### src/rtl/sum4_pkg.sv
// Shared types, default widths and elaboration helpers for the switch-adder sequencer.
package sum4_pkg;

  typedef enum logic [0:0] {
    IDLE = 1'b0,
    ACC  = 1'b1
  } state_t;

  localparam int DEF_DEBOUNCE_CYCLES = 1_000_000;
  localparam int DEF_N_OPS           = 4;
  localparam int DEF_OP_W            = 4;
  localparam int DEF_SUM_W           = 6;

  // Ceiling log2, returning 0 for values <= 1.
  function automatic int CLOG2(input int value);
    int v;
    int r;
    v = value - 1;
    r = 0;
    while (v > 0) begin
      v = v >> 1;
      r = r + 1;
    end
    return r;
  endfunction

  // Counter/index width that never collapses to zero bits.
  function automatic int cnt_width(input int value);
    return (CLOG2(value) < 1) ? 1 : CLOG2(value);
  endfunction

  // The result register must hold N_OPS full-scale operands without wrapping.
  function automatic bit sum_w_ok(input int n_ops, input int op_w, input int sum_w);
    return sum_w >= (op_w + CLOG2(n_ops));
  endfunction

endpackage

### src/rtl/sum4_seq_ctrl_debounce.sv
// Button conditioner: 2-FF synchroniser, stability counter, debounced level
// and a one-cycle strobe on each accepted press.
module btn_debounce
  import sum4_pkg::*;
#(
  parameter int DEBOUNCE_CYCLES = DEF_DEBOUNCE_CYCLES
) (
  input  logic CLK100MHZ,
  input  logic rst,
  input  logic btn_in,
  output logic level,
  output logic rise
);

  localparam int CNT_W = cnt_width(DEBOUNCE_CYCLES);
  localparam logic [CNT_W-1:0] CNT_LAST = CNT_W'(DEBOUNCE_CYCLES - 1);

  logic             sync_p0;
  logic             sync_p1;
  logic [CNT_W-1:0] cnt;

  // Stage p0/p1: bring the asynchronous button into the clock domain.
  always_ff @(posedge CLK100MHZ) begin
    if (rst) begin
      sync_p0 <= 1'b0;
      sync_p1 <= 1'b0;
    end else begin
      sync_p0 <= btn_in;
      sync_p1 <= sync_p0;
    end
  end

  // Accept a change only after it has been stable long enough; strobe on a new press.
  always_ff @(posedge CLK100MHZ) begin
    if (rst) begin
      cnt   <= '0;
      level <= 1'b0;
      rise  <= 1'b0;
    end else begin
      rise <= 1'b0;
      if (sync_p1 == level) begin
        cnt <= '0;
      end else if (cnt == CNT_LAST) begin
        cnt   <= '0;
        level <= ~level;
        // level is still the old value here, so 0 means this toggle is a press.
        rise  <= ~level;
      end else begin
        cnt <= cnt + 1'b1;
      end
    end
  end

endmodule

### src/rtl/sum4_seq_ctrl.sv
// Press-triggered sequencer: snapshots the switches and accumulates the operands
// through one shared adder, one per cycle, then presents the sum on LED.
module sum4_seq_ctrl
  import sum4_pkg::*;
#(
  parameter int DEBOUNCE_CYCLES = DEF_DEBOUNCE_CYCLES,
  parameter int N_OPS           = DEF_N_OPS,
  parameter int OP_W            = DEF_OP_W,
  parameter int SUM_W           = DEF_SUM_W
) (
  input  logic                   CLK100MHZ,
  input  logic                   rst,
  input  logic [N_OPS*OP_W-1:0]  SW,
  input  logic                   BTNC,
  output logic [SUM_W-1:0]       LED,
  output logic                   busy,
  output logic                   done
);

  localparam int IDX_W = cnt_width(N_OPS);
  localparam logic [IDX_W-1:0] IDX_LAST = IDX_W'(N_OPS - 1);

  if (!sum_w_ok(N_OPS, OP_W, SUM_W)) begin : g_bad_sum_w
    $error("sum4_seq_ctrl: SUM_W too narrow for N_OPS operands of OP_W bits");
  end
  if ((N_OPS < 2) || (N_OPS > 4)) begin : g_bad_n_ops
    $error("sum4_seq_ctrl: N_OPS must be in 2..4");
  end

  state_t                  state;
  state_t                  state_nxt;
  logic [IDX_W-1:0]        idx;
  logic [N_OPS*OP_W-1:0]   snap;
  logic [SUM_W-1:0]        acc;
  logic [OP_W-1:0]         operand;
  logic [SUM_W-1:0]        sum_p0;
  logic                    deb_level;
  logic                    deb_rise;
  logic                    start;
  logic                    load;
  logic                    step;
  logic                    finish;

  btn_debounce #(
    .DEBOUNCE_CYCLES (DEBOUNCE_CYCLES)
  ) u_deb (
    .CLK100MHZ (CLK100MHZ),
    .rst       (rst),
    .btn_in    (BTNC),
    .level     (deb_level),
    .rise      (deb_rise)
  );

  // A press strobe always coincides with the debounced level being high.
  assign start = deb_rise & deb_level;

  // Current-state register.
  always_ff @(posedge CLK100MHZ) begin
    if (rst) begin
      state <= IDLE;
    end else begin
      state <= state_nxt;
    end
  end

  // Next state and per-cycle datapath controls; starts arriving while busy are ignored.
  always_comb begin
    state_nxt = state;
    load      = 1'b0;
    step      = 1'b0;
    finish    = 1'b0;
    unique case (state)
      IDLE: begin
        if (start) begin
          load      = 1'b1;
          state_nxt = ACC;
        end
      end
      ACC: begin
        step = 1'b1;
        if (idx == IDX_LAST) begin
          finish    = 1'b1;
          state_nxt = IDLE;
        end
      end
      default: state_nxt = IDLE;
    endcase
  end

  // Stage p0: select the current operand and add it into the running sum.
  always_comb begin
    operand = snap[idx*OP_W +: OP_W];
    sum_p0  = acc + {{(SUM_W-OP_W){1'b0}}, operand};
  end

  // Snapshot of the switches taken on the accepted press; the switches are static
  // user inputs, so the single sampling edge is taken directly.
  always_ff @(posedge CLK100MHZ) begin
    if (load) begin
      snap <= SW;
    end
  end

  // Operand index and busy/done status.
  always_ff @(posedge CLK100MHZ) begin
    if (rst) begin
      idx  <= '0;
      busy <= 1'b0;
      done <= 1'b0;
    end else begin
      done <= finish;
      if (load) begin
        idx  <= '0;
        busy <= 1'b1;
      end else if (step) begin
        idx <= idx + 1'b1;
        if (finish) begin
          busy <= 1'b0;
        end
      end
    end
  end

  // Accumulator and result register; LED moves only when a full sum completes.
  always_ff @(posedge CLK100MHZ) begin
    if (rst) begin
      acc <= '0;
      LED <= '0;
    end else begin
      if (load) begin
        acc <= '0;
      end else if (step) begin
        acc <= sum_p0;
      end
      if (finish) begin
        LED <= sum_p0;
      end
    end
  end

endmodule

### config.mk
export PLATFORM = sky130hd
export DESIGN_NAME = sum4_seq_ctrl
export DESIGN_NICKNAME = d
export VERILOG_FILES = /design/src/rtl/sum4_pkg.sv /design/src/rtl/sum4_seq_ctrl_debounce.sv /design/src/rtl/sum4_seq_ctrl.sv
export SDC_FILE = /design/constraint.sdc
export NUM_CORES = 1
export LEC_CHECK = 0
export CAP_MARGIN = 20
export CORE_MARGIN = 2
export CORE_UTILIZATION = 55
export CTS_CLUSTER_DIAMETER = 50
export DETAILED_ROUTE_END_ITERATION = 12
export GPL_ROUTABILITY_DRIVEN = 0
export PLACE_DENSITY = 0.75
export SLEW_MARGIN = 25
export SYNTH_ARGS = -nofsm -noshare
export SYNTH_HDL_FRONTEND = slang
export SYNTH_SLANG_ARGS = --single-unit
### constraint.sdc
create_clock -name CLK100MHZ -period 5.7 [get_ports CLK100MHZ]
set_input_delay 1.14 -clock CLK100MHZ [delete_from_list [all_inputs] [get_ports CLK100MHZ]]
set_output_delay 1.14 -clock CLK100MHZ [all_outputs]
set_load 0.02 [all_outputs]
Word-level counts from Yosys, hierarchy flattened
Cells that the tools add are included.
{"block": "totals", "ff_bits": 57, "input_bits": 19, "word_cells": 41}
{"block": "op_classes", "n_addsub": 3, "eq_ne": 3, "n_shift": 1, "mux": 10, "bitwise": 5, "n_reduce_logical": 7}
{"cell": "$add A20 B1 Y20 const B", "count": 1}
{"cell": "$eq A20 B20 Y1 const B", "count": 1}
{"cell": "$shiftx A16 B5 Y4", "count": 1}
{"cell": "$mux W1", "count": 9}
{"cell": "$add A6 B4 Y6", "count": 1}
{"cell": "$reduce_or A3 Y1", "count": 2}
{"cell": "$not A1 Y1", "count": 4}
{"cell": "$reduce_and A2 Y1", "count": 2}
{"cell": "$reduce_bool A2 Y1", "count": 2}
{"cell": "$add A2 B1 Y2 const B", "count": 1}
{"cell": "$eq A2 B2 Y1 const B", "count": 1}
{"cell": "$pmux W1 S2", "count": 1}
{"cell": "$reduce_or A2 Y1", "count": 1}
{"cell": "$and A1 B1 Y1", "count": 1}
{"cell": "$eq A1 B1 Y1", "count": 1}

Depth between registers and ports, before layout
Gate-level depths: netlist of run 1.
{"block": "depth", "word_depth": 6, "mapped_depth": 8, "ltp_nobuf": 7}

By module
From an unflattened synthesis of run 1, not the netlist that was laid out.
{"block": "unflattened", "cells_unflattened": 228, "hier_area_um2": 2451.1}
{"mod": "sum4_seq_ctrl", "n_inst": 1, "cells_per_inst": 114, "area_each_um2": 1410.1, "seq_area_each_um2": 820.8}
{"mod": "btn_debounce", "n_inst": 1, "cells_per_inst": 114, "area_each_um2": 1041.0, "seq_area_each_um2": 480.5}

Worst setup path before layout of run 1
OpenSTA, ideal clock, no wires.
{"block": "synth_timing", "kind": "reg2reg", "from": "register idx[0]", "to": "register LED[4]", "setup_time_ns": 0.122, "t_arrival_ns": 2.322, "slack_ns": 3.256, "stages_incl_launch_ff": 9, "n_path_buf": 1, "cell_sequence": "dfxtp_1 clkbuf_1 mux4_2 ha_1 fa_1 a21o_1 a21oi_1 xor2_1 o21ai_0"}
{"block": "synth_between", "elab_chain_len": 3, "elab_cells_between_ends": 5, "cone_classes": "add/sub: 1; eq/ne: 1; shift: 1; mux: 2"}
{"element": "start, declared", "line_no": "sum4_seq_ctrl.sv:32", "text": "logic [IDX_W-1:0] idx;"}
{"element": "start signal, assigned", "line_no": "sum4_seq_ctrl.sv:116", "text": "idx <= idx + 1'b1;"}
{"element": "parallel branches: the longest is 3 deep, another holds $add A6 B4 Y6"}
{"element": "end signal, assigned", "line_no": "sum4_seq_ctrl.sv:136", "text": "LED <= sum_p0;"}
{"element": "end, declared", "line_no": "sum4_seq_ctrl.sv:15", "text": "output logic [SUM_W-1:0] LED,"}
Parallel ways; which one is timed is not known.
A chain may end at the register's enable or synchronous reset.

Final worst setup path of run 1
Ends and elaborated chain as after synthesis.

==> reports/qor.yml, run 1 <==
grt_overflow: 0
cts-hold-fix-buffers: 0
synthesis.instances: 225
place_worst_setup_slack_ns: 3.00
placementRows: 23
grt_pass1_wl_microns: 7360
cts_setup_buffers: 0
firstDrtPassIters: 4
clock.fmax_ghz: 0.394
fin_tns_setup_ns: 0
power.total_mw: 0.783
ys.flop_type: "dfxtp_1"
yosysTopAreaCellShare_pct: 34.4
path_class: "reg -> reg"
start_util_pct: 58.3
syn_to_final_growth_pct: 19.8
rr_worst_depth: 7
clkSlewWorstSetupHoldPaths_ns: 0.06
post-route-min-period_ns: 2.54
ys_types: 41
pin_count: 27
cp-end-kind: "register"
setup_ws_ns: 3.16
worstPathMaxFanout: 6
start_kind: "register"
hold_path.class: "reg -> reg"
synth_top_area_cell: "dfxtp_1"
slew_viol_final: 0
synth-edff-count: 16
finalHoldViolCount: 0
syn-num-nets: 251
ys_seq_elements: 57
clk_latency_ns: 0.33
grt_use_total_pct: 19.6
design.core.area_sq_um: 4090
numCtsBuffers: 9
detailed_place_hpwl_microns: 2970
arrival_ns: 2.74
nNetsFinal: 280
finalClockSkew_ns: 0.00853
cap_violations: 0
first_iter_violations: 82
ys_seq_area_share_pct: 54.6
clockBufferDepth: 2
synth_area_sq_um: 2380
root_buffer: "clkbuf_8"
mostFrequentLayoutCells: "dfxtp_1, clkdlybuf4s50_1, nor2_1, edfxtp_1, a21oi_1"
cts.sinks: 57
async_flop_share_pct: 0
wl_per_cell_microns: 13.7
critPathRequiredTime_ns: 5.91
power.density_nw_per_um2: 274
diodes: 0
cts_resized: 0
drc: 0
power.leakage_nw: 0.945
antenna_found_initial: 0
rsz0062_at_grt: "false"
setup_violations: 0
status: "finished clean"
num_vias: 1708
whs_ns: 0.455
cts_tree: "yes"
worstMarginPinSlew_ns: 0.797
grt_pass1_vias: 1697
grt_max_degree: 20
worstHoldPathCells: 2
viasPerCell: 5.53
routed_wl_microns: 4230
ant_nets: 0
die_h_microns: 69.8
yosys_warnings: 0
vdd_ir_drop_max_uv: 169
drive_above_1_share_pct: 8.49
final_common_cell: "dfxtp_1"
avgSynthCellArea_sq_um: 10.6
io_buffers: 26
period_share_pct: 44.5
slew_headroom_pct: 46.9
die_x_microns: 69.8
die-area_sq_um: 4880
htreeDepth: 3
yosys-top-cells-area: "dfxtp_1, edfxtp_1, xnor2_1"
[metrics by stage]
stage               cell area (sq um)  std cells  util, %
floorplan                        2380        225        -
global placement                 2680        293     65.5
detailed placement               2680        293     65.5
CTS                              2860        309     69.9
global route                     2860        309     69.9
finish                           2860        309     69.9
[final cells by class]
| cell class | count | area [sq um] |
|---|---|---|
| multi-input cells | 154 | 1030 |
| well taps | 50 | 62.6 |
| fillers | 333 | 1230 |
| clock buffers | 12 | 135 |
| repair buffers | 26 | 260 |
| flip-flops and latches | 57 | 1300 |
| inverters | 6 | 22.5 |
| clock inverters | 4 | 45.0 |
[power by group]
part / leakage (nW) / switching [mW] / internal (mW) / total (mW)
combinational: 0.385 / 0.00562 / 0.0121 / 0.0177
sequential: 0.474 / 0.000492 / 0.417 / 0.417
clock: 0.0857 / 0.149 / 0.199 / 0.348
total: 0.945 / 0.155 / 0.628 / 0.783
[critical path, stage by stage, from the launching register on]
cell and delay, ns:
dfxtp_1 0.52, mux4_2 0.57, ha_1 0.22, fa_1 0.40, a21o_1 0.17, a21oi_1 0.25
xor2_1 0.18, o21ai_0 0.10
[registers in the layout, summed over array words and instances (netlist names), 2 cells and up]
register and flops:
u_deb.cnt 20, snap 16, LED 6, acc 6, idx 2
[metal layers]
layer	routed length, microns	track usage, %
met1	2010	24.2
met2	1930	31.0
met4	91	9.83
met5	0	0
met3	198	6.10
[cells by family (layout without fill, tap and decap cells)]
| group | after synthesis | after routing | share of synthesized area (%) |
|---|---|---|---|
| muxes | 7 | 7 | 5.04 |
| xor gates and xnor gates | 16 | 16 | 5.88 |
| buffers and inverters | 14 | 48 | 2.26 |
| adders and majority gates | 7 | 7 | 3.99 |
| DFF | 57 | 57 | 54.6 |
| AOI/OAI and AO/OA | 35 | 35 | 8.40 |
| and+or+nand+nor | 89 | 89 | 19.8 |
[path summary, 6_finish.rpt]
| check | slack [ns] | startpoint | end |
|---|---|---|---|
| worst max-delay path | 3.16 | idx[0]$_SDFFE_PP0P_ | LED[4]$_SDFFE_PP0P_ |
| worst min-delay path | 0.46 | LED[1]$_SDFFE_PP0P_ | LED[1]$_SDFFE_PP0P_ |
| worst max register to register | 3.16 | idx[0]$_SDFFE_PP0P_ | LED[4]$_SDFFE_PP0P_ |
| worst min register to register | 0.46 | LED[1]$_SDFFE_PP0P_ | LED[1]$_SDFFE_PP0P_ |
[Yosys cell counts, drive strengths merged, types with 3 or more instances]
master,count
a21oi,15
and2,3
and3,6
clkbuf,7
dfxtp,41
edfxtp,16
ha,6
inv,6
mux2i,3
mux4,4
nand2,13
nand3,8
nand4,3
nor2,25
nor2b,3
nor3,4
nor4,3
o21ai,12
or3,9
or4,3
xnor2,11
xor2,5
(Power assumes the default switching activity.)
==> run 2, diff against run 1 <==
Settings changed: CORE_UTILIZATION 55 to 50, PLACE_DENSITY 0.75 to 0.72.
Clock period 5.7 ns to 2.3 ns, I/O delays scaled along.
==> run 2 against run 1 <==
Compared with the run above: sequential power increased by 150%; largest cell class unchanged; utilization down 6.5 points; clock power grew to 2.5 times the previous value; power is 150% higher; design area grew 3.4%; critical path depth fell by 1; hold slack got worse by 0.0076 ns; non-clock buffer count up 8; final cell count grew 3.9%.
==> reports/qor.yml, run 2 (same netlist as run 1, synthesis figures left out) <==
status: "finished clean"
routed_wl_microns: 4370  # +3.4%
drc: 0  # unchanged
drive_above_1_share_pct: 14.6  # +6.1 points
finalHoldViolCount: 0  # unchanged
dp_cells: 305  # +4.1%
cts_tree: "yes"
worstMarginPinSlew_ns: 0.416  # -0.380 ns
slowest_stage: "mux4_2"
cts-hold-fix-buffers: 0  # unchanged
hp-start: "u_deb.sync_p0$_SDFF_PP0_"
grt_use_met3_pct: 4.70  # -1.4 points
final_util_pct: 63.3  # -6.5 points
rsz0062_at_grt: "false"
top_register: "u_deb.cnt"
diodes: 0  # unchanged
grt.busiest_layer: "met2"
cts_setup_buffers: 0  # unchanged
slew_headroom_pct: 71.9  # +25 points
die-area_sq_um: 5340  # +9.4%
rr_worst_depth: 6  # -1
grt_overflow: 0  # unchanged
clkSlewWorstSetupHoldPaths_ns: 0.06  # about the same
mostFrequentLayoutCells: "dfxtp_1, clkdlybuf4s50_1, nor2_1, edfxtp_1, a21oi_1"
setup_violations: 0  # unchanged
num_vias: 1737  # +1.7%
arrival_ns: 2.40  # -0.34 ns
post-route-min-period_ns: 2.18  # -0.358 ns
crit_path_cell_trace: "mux4_2 -> ha_1 -> a21o_1 -> a221oi_2 -> nor2_1 -> o31a_1"
use_met2_pct: 29.1  # -1.9 points
grt_use_total_pct: 19.1  # -0.51 points
cpPeakStageDelay_ns: 0.55  # -0.02 ns
largest_reg_flops: 20  # unchanged
wl_per_cell_microns: 13.6  # -0.48%
power.density_nw_per_um2: 662  # +140%
syn_to_final_growth_pct: 23.8
nNetsFinal: 288  # +2.9%
cts.sinks: 57  # unchanged
viasPerCell: 5.41  # -2.1%
clk_latency_ns: 0.33  # about the same
power.leakage_nw: 1.00  # +6.2%
period_share_pct: 94.7  # +50 points
cap_violations: 0  # unchanged
io_buffers: 26  # unchanged
htreeDepth: 3  # unchanged
r2r-end: "LED[5]$_SDFFE_PP0P_"
detailed_place_hpwl_microns: 3100  # +4.5%
clockBufferDepth: 2  # unchanged
start_kind: "register"
grt_pass1_wl_microns: 7670  # +4.3%
grt_pass1_vias: 1702  # +0.29%
ant_nets: 0  # unchanged
grt_max_degree: 20  # unchanged
finalClockSkew_ns: 0.00453  # -0.00400 ns
placementRows: 25  # +8.7%
final_cells: 321  # +3.9%
die_h_microns: 73.0  # +4.6%
final_common_cell: "dfxtp_1"
multi_input_area_sq_um: 1040  # +1.5%
firstDrtPassIters: 4  # unchanged
start_util_pct: 51.1  # -7.2 points
first_iter_violations: 97  # +18%
use_met1_pct: 24.4  # +0.26 points
nFillCells: 365  # +9.6%
vdd_ir_drop_max_uv: 529  # +210%
clock.fmax_ghz: 0.459  # +16%
numCtsBuffers: 9  # unchanged
antenna_found_initial: 0  # unchanged
hold_path.class: "reg -> reg"
crit_family: "compound AO/OA/AOI/OAI gates"
r2r_start: "idx[0]$_SDFFE_PP0P_"
min_to: "u_deb.sync_p1$_SDFF_PP0_"
r2r_slack_ns: 0.12  # -3.04 ns
path_buf_inv: 0  # unchanged
slew_viol_final: 0  # unchanged
pin_count: 27  # unchanged
worstHoldPathCells: 1  # -1
reg.largest.list: "u_deb.cnt x20, snap x16"
die_x_microns: 73.0  # +4.6%
path_class: "reg -> reg"
design.core.area_sq_um: 4660  # +14%
root_buffer: "clkbuf_8"
critPathRequiredTime_ns: 2.52  # -3.39 ns
seqCellArea_sq_um: 1310  # +0.29%
cp-end-kind: "register"
worstPathMaxFanout: 5  # -1
power.total_mw: 1.95  # +150%
[run 2: per-stage QoR]
stage          setup TNS [ns]  setup WS (ns)  hold slack (ns)  cell area, sq um
4_1_cts                     0         0.0267            0.454              2940
3_3_place_gp          -0.0878        -0.0579            0.417              2740
6_report                    0          0.121            0.448              2950
3_5_place_dp           -0.300         -0.118            0.425              2740
5_1_grt                     0        0.00192            0.472              2950
2_1_floorplan               0        0.00805            0.414              2390
[run 2: worst max path at each step]
| stage | slack [ns] | depth (start not counted) | end | from |
|---|---|---|---|---|
| after CTS | 0.03 | 7 | LED[4]$_SDFFE_PP0P_ | idx[0]$_SDFFE_PP0P_ |
| after global placement | -0.06 | 7 | LED[4]$_SDFFE_PP0P_ | idx[0]$_SDFFE_PP0P_ |
| after global routing | 0.002 | 6 | LED[5]$_SDFFE_PP0P_ | idx[0]$_SDFFE_PP0P_ |
| after detailed placement | -0.12 | 7 | LED[4]$_SDFFE_PP0P_ | idx[0]$_SDFFE_PP0P_ |
| final | 0.12 | 6 | LED[5]$_SDFFE_PP0P_ | idx[0]$_SDFFE_PP0P_ |
| after floorplan | 0.008 | 8 | LED[4]$_SDFFE_PP0P_ | idx[0]$_SDFFE_PP0P_ |
[run 2: worst register-to-register path, cell delays in order (launching register included)]
cell	delay (ns)
dfxtp_4	0.39
mux4_2	0.55
ha_1	0.30
a21o_1	0.18
a221oi_2	0.31
nor2_1	0.07
o31a_1	0.27
[run 2: area by class of cell]
type                    instances  area share [%]
clock buffers                  14            6.19
clock inverters                 2           0.339
inverters                       6           0.763
multi-input cells             154            35.4
flip-flops and latches         57            44.2
well taps                      54            2.29
repair buffers                 34            10.9
[run 2: where the power goes]
part / switching (mW) / internal, mW
sequential: 0.00118 / 1.03
clock: 0.371 / 0.505
combinational: 0.0140 / 0.0316
[run 2: what timing repair did]
item                       CTS  global route
setup endpoints to repair    4             3
pin swaps                    0             1
resized for setup            3             3
[run 2: metal layers]
layer	share of wire [%]	up-vias	routed length (microns)
met3	3.8	11	167
met2	46	32	2020
met4	2.6	0	114
met5	0	-	0
li1	-	880	-
met1	47	814	2070
